`config.mk`:
```
export PLATFORM = sky130hd
export DESIGN_NAME = mmio_fabric
export DESIGN_NICKNAME = d
export VERILOG_FILES = /design/src/rtl/mmio_fabric.sv
export SDC_FILE = /design/constraint.sdc
export NUM_CORES = 1
export LEC_CHECK = 0
export CELL_PAD_IN_SITES_DETAIL_PLACEMENT = 1
export CELL_PAD_IN_SITES_GLOBAL_PLACEMENT = 1
export CORE_MARGIN = 2
export CORE_UTILIZATION = 32
export CTS_BUF_LIST = sky130_fd_sc_hd__clkbuf_16
export DETAILED_ROUTE_END_ITERATION = 12
export GPL_ROUTABILITY_DRIVEN = 0
export PLACE_DENSITY_LB_ADDON = 0.12
export SLEW_MARGIN = 5
export SYNTH_ARGS = -nofsm -noshare
export SYNTH_HDL_FRONTEND = slang
export SYNTH_SLANG_ARGS = --single-unit
```
`constraint.sdc`:
```
create_clock -name clk -period 3 [get_ports clk]
set_input_delay 0.6 -clock clk [delete_from_list [all_inputs] [get_ports clk]]
set_output_delay 0.6 -clock clk [all_outputs]
set_load 0.05 [all_outputs]
```
`src/rtl/mmio_fabric.sv`:
```
// mmio_fabric: routes one CPU request at a time to a slave port or to the
// internal error-status page. Slaves that do not answer in time get a bus error.
//
// state  | meaning
// IDLE   | waiting for m_valid; decode and register the request
// ACCESS | s_valid held on the selected port, counting wait cycles
// RESP   | one-cycle m_ready pulse with m_rdata valid
module mmio_fabric #(
  parameter int                       NUM_SLAVES  = 4,
  parameter logic [NUM_SLAVES*16-1:0] SLAVE_PAGES = {16'h6000, 16'h4000, 16'h2000, 16'h0000},
  parameter logic [15:0]              STATUS_PAGE = 16'hF000,
  parameter int                       TIMEOUT     = 255,
  parameter logic [31:0]              ERR_DATA    = 32'hDEADBEEF
) (
  input  logic                       clk,
  input  logic                       reset,
  input  logic                       m_valid,
  output logic                       m_ready,
  input  logic [31:0]                m_addr,
  input  logic [31:0]                m_wdata,
  output logic [31:0]                m_rdata,
  input  logic [3:0]                 m_wstrb,
  output logic [NUM_SLAVES-1:0]      s_valid,
  input  logic [NUM_SLAVES-1:0]      s_ready,
  output logic [31:0]                s_addr,
  output logic [31:0]                s_wdata,
  output logic [3:0]                 s_wstrb,
  input  logic [NUM_SLAVES*32-1:0]   s_rdata,
  output logic                       irq_err
);

  typedef enum logic [1:0] {IDLE, ACCESS, RESP} state_t;

  state_t                  state_q, state_d;
  logic [2:0]              sel_q, sel_d;
  logic [NUM_SLAVES-1:0]   s_valid_q, s_valid_d;
  logic [31:0]             s_addr_q, s_addr_d;
  logic [31:0]             s_wdata_q, s_wdata_d;
  logic [3:0]              s_wstrb_q, s_wstrb_d;
  logic [31:0]             m_rdata_q, m_rdata_d;
  logic [15:0]             wait_q, wait_d;
  logic [15:0]             err_count_q, err_count_d;
  logic [2:0]              err_port_q, err_port_d;
  logic [31:0]             err_addr_q, err_addr_d;
  logic                    irq_q, irq_d;

  logic                    hit_status;
  logic [2:0]              dec_sel;
  logic                    sel_ready;
  logic [31:0]             sel_rdata;
  logic [31:0]             status_rdata;
  logic                    timeout_hit;

  // Descending scan so the lowest matching port index wins.
  always_comb begin
    hit_status = (m_addr[31:16] == STATUS_PAGE);
    dec_sel    = 3'd0;
    for (int i = NUM_SLAVES - 1; i >= 1; i--) begin
      if (SLAVE_PAGES[16*i +: 16] == m_addr[31:16]) dec_sel = 3'(i);
    end
  end

  always_comb begin
    sel_ready = 1'b0;
    sel_rdata = '0;
    for (int i = 0; i < NUM_SLAVES; i++) begin
      if (sel_q == 3'(i)) begin
        sel_ready = s_ready[i];
        sel_rdata = s_rdata[32*i +: 32];
      end
    end
  end

  always_comb begin
    case (m_addr[15:0])
      16'h0000: status_rdata = {8'h0, 5'h0, err_port_q, err_count_q};
      16'h0004: status_rdata = err_addr_q;
      16'h0008: status_rdata = {16'h0, 8'(NUM_SLAVES), 7'h0, irq_q};
      default:  status_rdata = 32'h0;
    endcase
  end

  // The cycle that would bring the counter to TIMEOUT is the error cycle.
  assign timeout_hit = (wait_q == 16'(TIMEOUT - 1));

  always_comb begin
    state_d     = state_q;
    sel_d       = sel_q;
    s_valid_d   = s_valid_q;
    s_addr_d    = s_addr_q;
    s_wdata_d   = s_wdata_q;
    s_wstrb_d   = s_wstrb_q;
    m_rdata_d   = m_rdata_q;
    wait_d      = wait_q;
    err_count_d = err_count_q;
    err_port_d  = err_port_q;
    err_addr_d  = err_addr_q;
    irq_d       = irq_q;

    case (state_q)
      IDLE: begin
        if (m_valid) begin
          s_addr_d  = m_addr;
          s_wdata_d = m_wdata;
          s_wstrb_d = m_wstrb;
          if (hit_status) begin
            m_rdata_d = status_rdata;
            state_d   = RESP;
            if ((m_wstrb != 4'h0) && (m_addr[15:0] == 16'h0000)) begin
              err_count_d = 16'h0;
              err_port_d  = 3'h0;
              err_addr_d  = 32'h0;
              irq_d       = 1'b0;
            end
          end else begin
            sel_d   = dec_sel;
            wait_d  = 16'h0;
            state_d = ACCESS;
            for (int i = 0; i < NUM_SLAVES; i++) s_valid_d[i] = (dec_sel == 3'(i));
          end
        end
      end
      ACCESS: begin
        if (sel_ready) begin
          m_rdata_d = sel_rdata;
          s_valid_d = '0;
          state_d   = RESP;
        end else if (timeout_hit) begin
          m_rdata_d  = ERR_DATA;
          s_valid_d  = '0;
          err_addr_d = s_addr_q;
          err_port_d = sel_q;
          irq_d      = 1'b1;
          state_d    = RESP;
          if (err_count_q != 16'hFFFF) err_count_d = err_count_q + 16'd1;
        end else begin
          wait_d = wait_q + 16'd1;
        end
      end
      RESP:    state_d = IDLE;
      default: state_d = IDLE;
    endcase
  end

  always_ff @(posedge clk) begin
    if (reset) begin
      state_q     <= IDLE;
      sel_q       <= 3'h0;
      s_valid_q   <= '0;
      s_addr_q    <= 32'h0;
      s_wdata_q   <= 32'h0;
      s_wstrb_q   <= 4'h0;
      m_rdata_q   <= 32'h0;
      wait_q      <= 16'h0;
      err_count_q <= 16'h0;
      err_port_q  <= 3'h0;
      err_addr_q  <= 32'h0;
      irq_q       <= 1'b0;
    end else begin
      state_q     <= state_d;
      sel_q       <= sel_d;
      s_valid_q   <= s_valid_d;
      s_addr_q    <= s_addr_d;
      s_wdata_q   <= s_wdata_d;
      s_wstrb_q   <= s_wstrb_d;
      m_rdata_q   <= m_rdata_d;
      wait_q      <= wait_d;
      err_count_q <= err_count_d;
      err_port_q  <= err_port_d;
      err_addr_q  <= err_addr_d;
      irq_q       <= irq_d;
    end
  end

  assign m_ready = (state_q == RESP);
  assign m_rdata = m_rdata_q;
  assign s_valid = s_valid_q;
  assign s_addr  = s_addr_q;
  assign s_wdata = s_wdata_q;
  assign s_wstrb = s_wstrb_q;
  assign irq_err = irq_q;

endmodule

```
Yosys cells after proc, flatten, opt, wreduce, memory -nomap -nowiden
Cells that the tools add are included.
{"block": "totals", "regBits": 177, "latch_bits": 0, "ramBits": 0, "romBits": 0, "in_bits": 203, "word_cells": 112, "memories": 0}
{"block": "classes", "add_sub_neg": 2, "multipliers": 0, "div": 0, "order_cmp": 0, "n_eq_ne": 25, "n_shift": 0, "mux": 57, "n_bitwise": 1, "n_reduce_logical": 15}
{"cell": "2-to-1 mux 32 bit", "n": 13}
{"cell": "2-to-1 mux 16 bit", "n": 10}
{"cell": "one-hot mux 32 bit (2 select lines)", "n": 2}
{"cell": "one-hot mux 32 bit (3 select lines)", "n": 1}
{"cell": "one-hot mux 16 bit (2 select lines)", "n": 2}
{"cell": "adder 16 x 1 -> 16 bit, second input constant", "n": 2}
{"cell": "equality test 15 x 16 -> 1 bit, first input constant", "n": 2}
{"cell": "2-to-1 mux 3 bit", "n": 7}
{"cell": "equality test 14 x 16 -> 1 bit, first input constant", "n": 1}
{"cell": "equality test 16 bit, second input constant", "n": 1}
{"cell": "equality test 16 x 3 -> 1 bit, second input constant", "n": 1}
{"cell": "equality test 16 x 4 -> 1 bit, second input constant", "n": 1}
{"cell": "equality test 16 x 8 -> 1 bit, second input constant", "n": 1}
{"cell": "zero test 16 bit", "n": 1}
{"cell": "2-to-1 mux 4 bit", "n": 4}
{"cell": "!= test 16 bit, second input constant", "n": 1}
{"cell": "!= test 2 bit, second input constant", "n": 8}
{"cell": "equality test 3 x 2 -> 1 bit, second input constant", "n": 4}
{"cell": "2-to-1 mux 2 bit", "n": 5}
{"cell": "2-to-1 mux 1 bit", "n": 9}
{"cell": "one-hot mux 4 bit (2 select lines)", "n": 1}
{"cell": "AND reduction 4 bit", "n": 2}
{"cell": "AND reduction 7 bit", "n": 1}
{"cell": "equality test 3 x 1 -> 1 bit, second input constant", "n": 2}
{"cell": "other kinds (16)", "n": 18}

Longest topological paths before layout
{"block": "logic_depth", "ltp_word": 8, "mapped_depth": 10, "mapped_depth_nobuf": 8}

Worst setup path before layout
No wires, ideal clock.
{"block": "synth_timing", "path_kind": "in2reg", "start": "input m_addr[16]", "end": "register err_addr_q[10]", "setup_time_ns": 0.132, "arrival_ns": 2.416, "required_ns": 2.868, "path_slack_ns": 0.451, "stages": 8, "n_path_buf": 2, "path_cell_list": "or4_4 -> nor4_4 -> a22oi_2 -> or2_1 -> buf_2 -> clkbuf_1 -> nand2_1 -> a21oi_1"}
{"block": "synth_between", "elab_chain_len": 3}
{"element": "from (decl)", "line_no": "19", "rtl": "input logic [31:0] m_addr,"}
{"element": "equality test 16 bit", "line_no": "56", "rtl": "hit_status = (m_addr[31:16] == STATUS_PAGE);"}
{"element": "!= test 2 bit (no source line)"}
{"element": "AND reduction 6 bit (no source line)"}
{"element": "to (signal assigned)", "line_no": "170", "rtl": "err_addr_q <= err_addr_d;"}
{"element": "to (decl)", "line_no": "44", "rtl": "logic [31:0] err_addr_q, err_addr_d;"}
No other way between the ends.
A chain may end at the register's enable or synchronous reset.

Worst setup path after layout
{"block": "layout_timing", "start": "register state_q[1]", "end": "output m_ready"}
{"block": "layout_between", "elab_chain_len": 1}
{"element": "from (decl)", "line_no": "34", "rtl": "state_t state_q, state_d;"}
{"element": "from (signal assigned)", "line_no": "160", "rtl": "state_q <= state_d;"}
{"element": "equality test 2 bit", "line_no": "175", "rtl": "assign m_ready = (state_q == RESP);"}
{"element": "to (decl)", "line_no": "18", "rtl": "output logic m_ready,"}
No other way between the ends.

==> summary.md <==
| Metric | Value |
|---|---|
| Avg Inst Size Synth | `8.62 sq um` |
| Outcome | `finished, final reports clean` |
| Total power | `0.00647 W` |
| DP HPWL | `23.9 mm` |
| Post_cts resized | `0` |
| Pwr Density | `518 nW/um^2` |
| First-pass GRT wire length | `48.4 mm` |
| Critical path class | `flop to output port` |
| Top FF cell, synth | `dfxtp_1` |
| Max-slew violations | `0` |
| Most frequent cell after synthesis | `nand2_1` |
| CP Cell Sequence | `nor2b_1 -> clkdlybuf4s50_1` |
| Area of the multi-input gates | `4370 sq um` |
| Worst skew pair latency | `0.44 ns` |
| Max Cap Viol | `0` |
| DR WL/cell | `19.8 um` |
| Hold Slack | `0.454 ns` |
| Setup Fix Bufs, Post-CTS | `0` |
| Core Area | `25100 sq um` |
| IO Port Bufs | `308` |
| Mapped Cells | `948` |
| Largest cells by area after synthesis | `dfxtp_1 43%, mux4_2 9.1%, nand2_1 8.5%, a21oi_1 7.2%, nor2_1 3.5%` |
| Via Count | `8292` |
| Final hold violation count | `0` |
| Row count | `58` |
| Clock Sinks | `175` |
| Max FO, Critical Path | `10` |
| CP Launch Type | `flop` |
| Root Driver | `clkbuf_16` |
| Worst path slowest cell | `clkdlybuf4s50_1` |
| Worst-path clk slew | `0.06 ns` |
| Vias in the first global route | `8617` |
| Hold buffers post-CTS | `0` |
| Largest net degree at the start of global routing | `74` |
| Seq cells post-synth | `175` |
| Via/cell ratio | `5.20` |
| Worst-Margin Slew | `0.706 ns` |
| Critical Path Max Stage Delay | `0.85 ns` |
| WL final | `31.7 mm` |
| Synth warn | `0` |
| Remaining Overflow, GRT | `0` |
| Most frequent cells after synthesis | `185 x nand2_1, 175 x dfxtp_1, 117 x a21oi_1, 77 x nor2_1, 60 x clkbuf_1` |
| Top cell type's share of synthesized area | `0.429` |
| Critical path capture point type | `output port` |
| CTS tree | `built` |
| Worst slew margin | `0.526` |
| Max Clk Rate | `0.355 GHz` |
| Die Height | `164 um` |
| RSZ-0062 raised after global routing | `false` |
| Layout cell share with drive strength beyond 1 | `0.112` |
| Post-synth cell types | `53` |
| Min Tclk post-route | `2.81 ns` |
| Overall routing resource usage | `0.232` |
| Iteration-0 DRC Markers | `431` |
| Die W | `164 um` |
| Layout Nets | `1458` |
| Mapped Nets | `1154` |
| Hold Path Stages | `2` |
| LEAKAGE | `4.25 nW` |
| Antenna violations before repair | `1` |
| Antenna Nets Post-Route | `0` |
| Worst vdd ir | `0.385 mV` |
| Crit share post-route | `0.938` |
| Register area share after synthesis | `0.429` |
| CP arrival | `2.21 ns` |
| CTS buffer count | `17` |
| Register area | `3510 sq um` |
| Post-synth top area cell | `dfxtp_1` |
| Mapped Area | `8170 sq um` |
| H-tree Lvls | `4` |
| Min-delay worst type | `flop to flop` |
| Initial Util | `0.325` |
| Area Overhead vs Synth | `52.8%` |
| R2R depth | `7` |
| Post-synth ARST share | `0` |
| Data required, critical path | `2.40 ns` |
| Core Util, Final | `0.497` |
| DRC viols | `0` |
| EDFF count, synth | `0` |
| Final setup viols | `0` |
| Skew final | `0.0137 ns` |
| Io pins | `309` |
| Fill cells | `2937` |
| TritonRoute pass-1 iters | `5` |
| CTS Buffer Depth | `2` |
| Die Area | `26800 sq um` |
==> per-stage QoR <==
stage                     TNS (ns)  cell area [sq um]  setup slack (ns)  instances
after detailed placement    -10.88              11900            -0.163       1563
after CTS                        0              12500             0.149       1595
after global routing             0              12500             0.152       1595
after global placement       -6.68              11900            -0.128       1563
after floorplan                  0               8170             0.451        948
final                            0              12500             0.186       1596
==> where the power goes <==
group	leakage, nW	switching (W)	internal (W)
registers	1.43	0.0000888	0.00244
clock network	0.295	0.000980	0.00139
logic	2.53	0.000907	0.000658
==> layer usage <==
metal,vias up,track usage,part of all wire
met1,4008,0.292,0.43
met2,283,0.386,0.47
li1,3975,-,-
met3,26,0.0725,0.086
met5,-,0,0
met4,0,0.0630,0.015
==> logic make-up (layout without fill, tap and decap cells) <==
| group | Yosys count | count (layout) | synth area share |
|---|---|---|---|
| simple gates | 411 | 411 | 0.239 |
| compound gates | 206 | 206 | 0.153 |
| flops | 175 | 175 | 0.429 |
| buf+inv | 81 | 398 | 0.0397 |
| mux | 46 | 46 | 0.107 |
| xor+xnor | 26 | 26 | 0.0279 |
| fa+ha+maj | 3 | 3 | 0.00459 |
| other cells | 0 | 1 | 0 |
==> layout by cell type (no fill, tap or decap), drive strengths merged, types with 14 or more instances in the layout <==
cell / instances
mux4: 33
dfxtp: 175
nor2: 78
o22ai: 14
clkdlybuf4s50: 307
buf: 56
o21ai: 26
a21oi: 117
xnor2: 20
nand3: 55
clkbuf: 17
nand2: 185
nand2b: 20
nor3: 16
==> worst max-delay path: cells and delay by family, from the launching register on <==
kind,cells,cell delay (ns)
flip-flops,1,0.63
buffers and inverters,1,0.85
AND/OR/NAND/NOR,1,0.30
==> worst paths after layout <==
| path | slack (ns) | to | from |
|---|---|---|---|
| max reg2reg | 0.51 | err_addr_q[30] | state_q[1] |
| min reg2reg | 0.45 | err_port_q[0] | err_port_q[0] |
| min | 0.45 | err_port_q[0] | err_port_q[0] |
| max | 0.19 | m_ready | state_q[1] |
==> final cells by class <==
cell class              count  area share
multi-input cells         692       0.350
inverters                   3    0.000902
clock inverters            15      0.0155
well taps                 330      0.0331
clock buffers              17      0.0341
repair buffers            363       0.286
diodes                      1    0.000200
flip-flops and latches    175       0.281
==> state kept, by name (all words and copies together), names as in the netlist <==
name and count:
s_wdata 32, err_count_q 16, s_valid 4, m_rdata 32, err_port_q 2, state_q 2
err_addr_q 32, wait_q 16, irq_err 1, s_addr 32, s_wstrb 4, sel_q 2
Power figures use the tool's default switching activity.
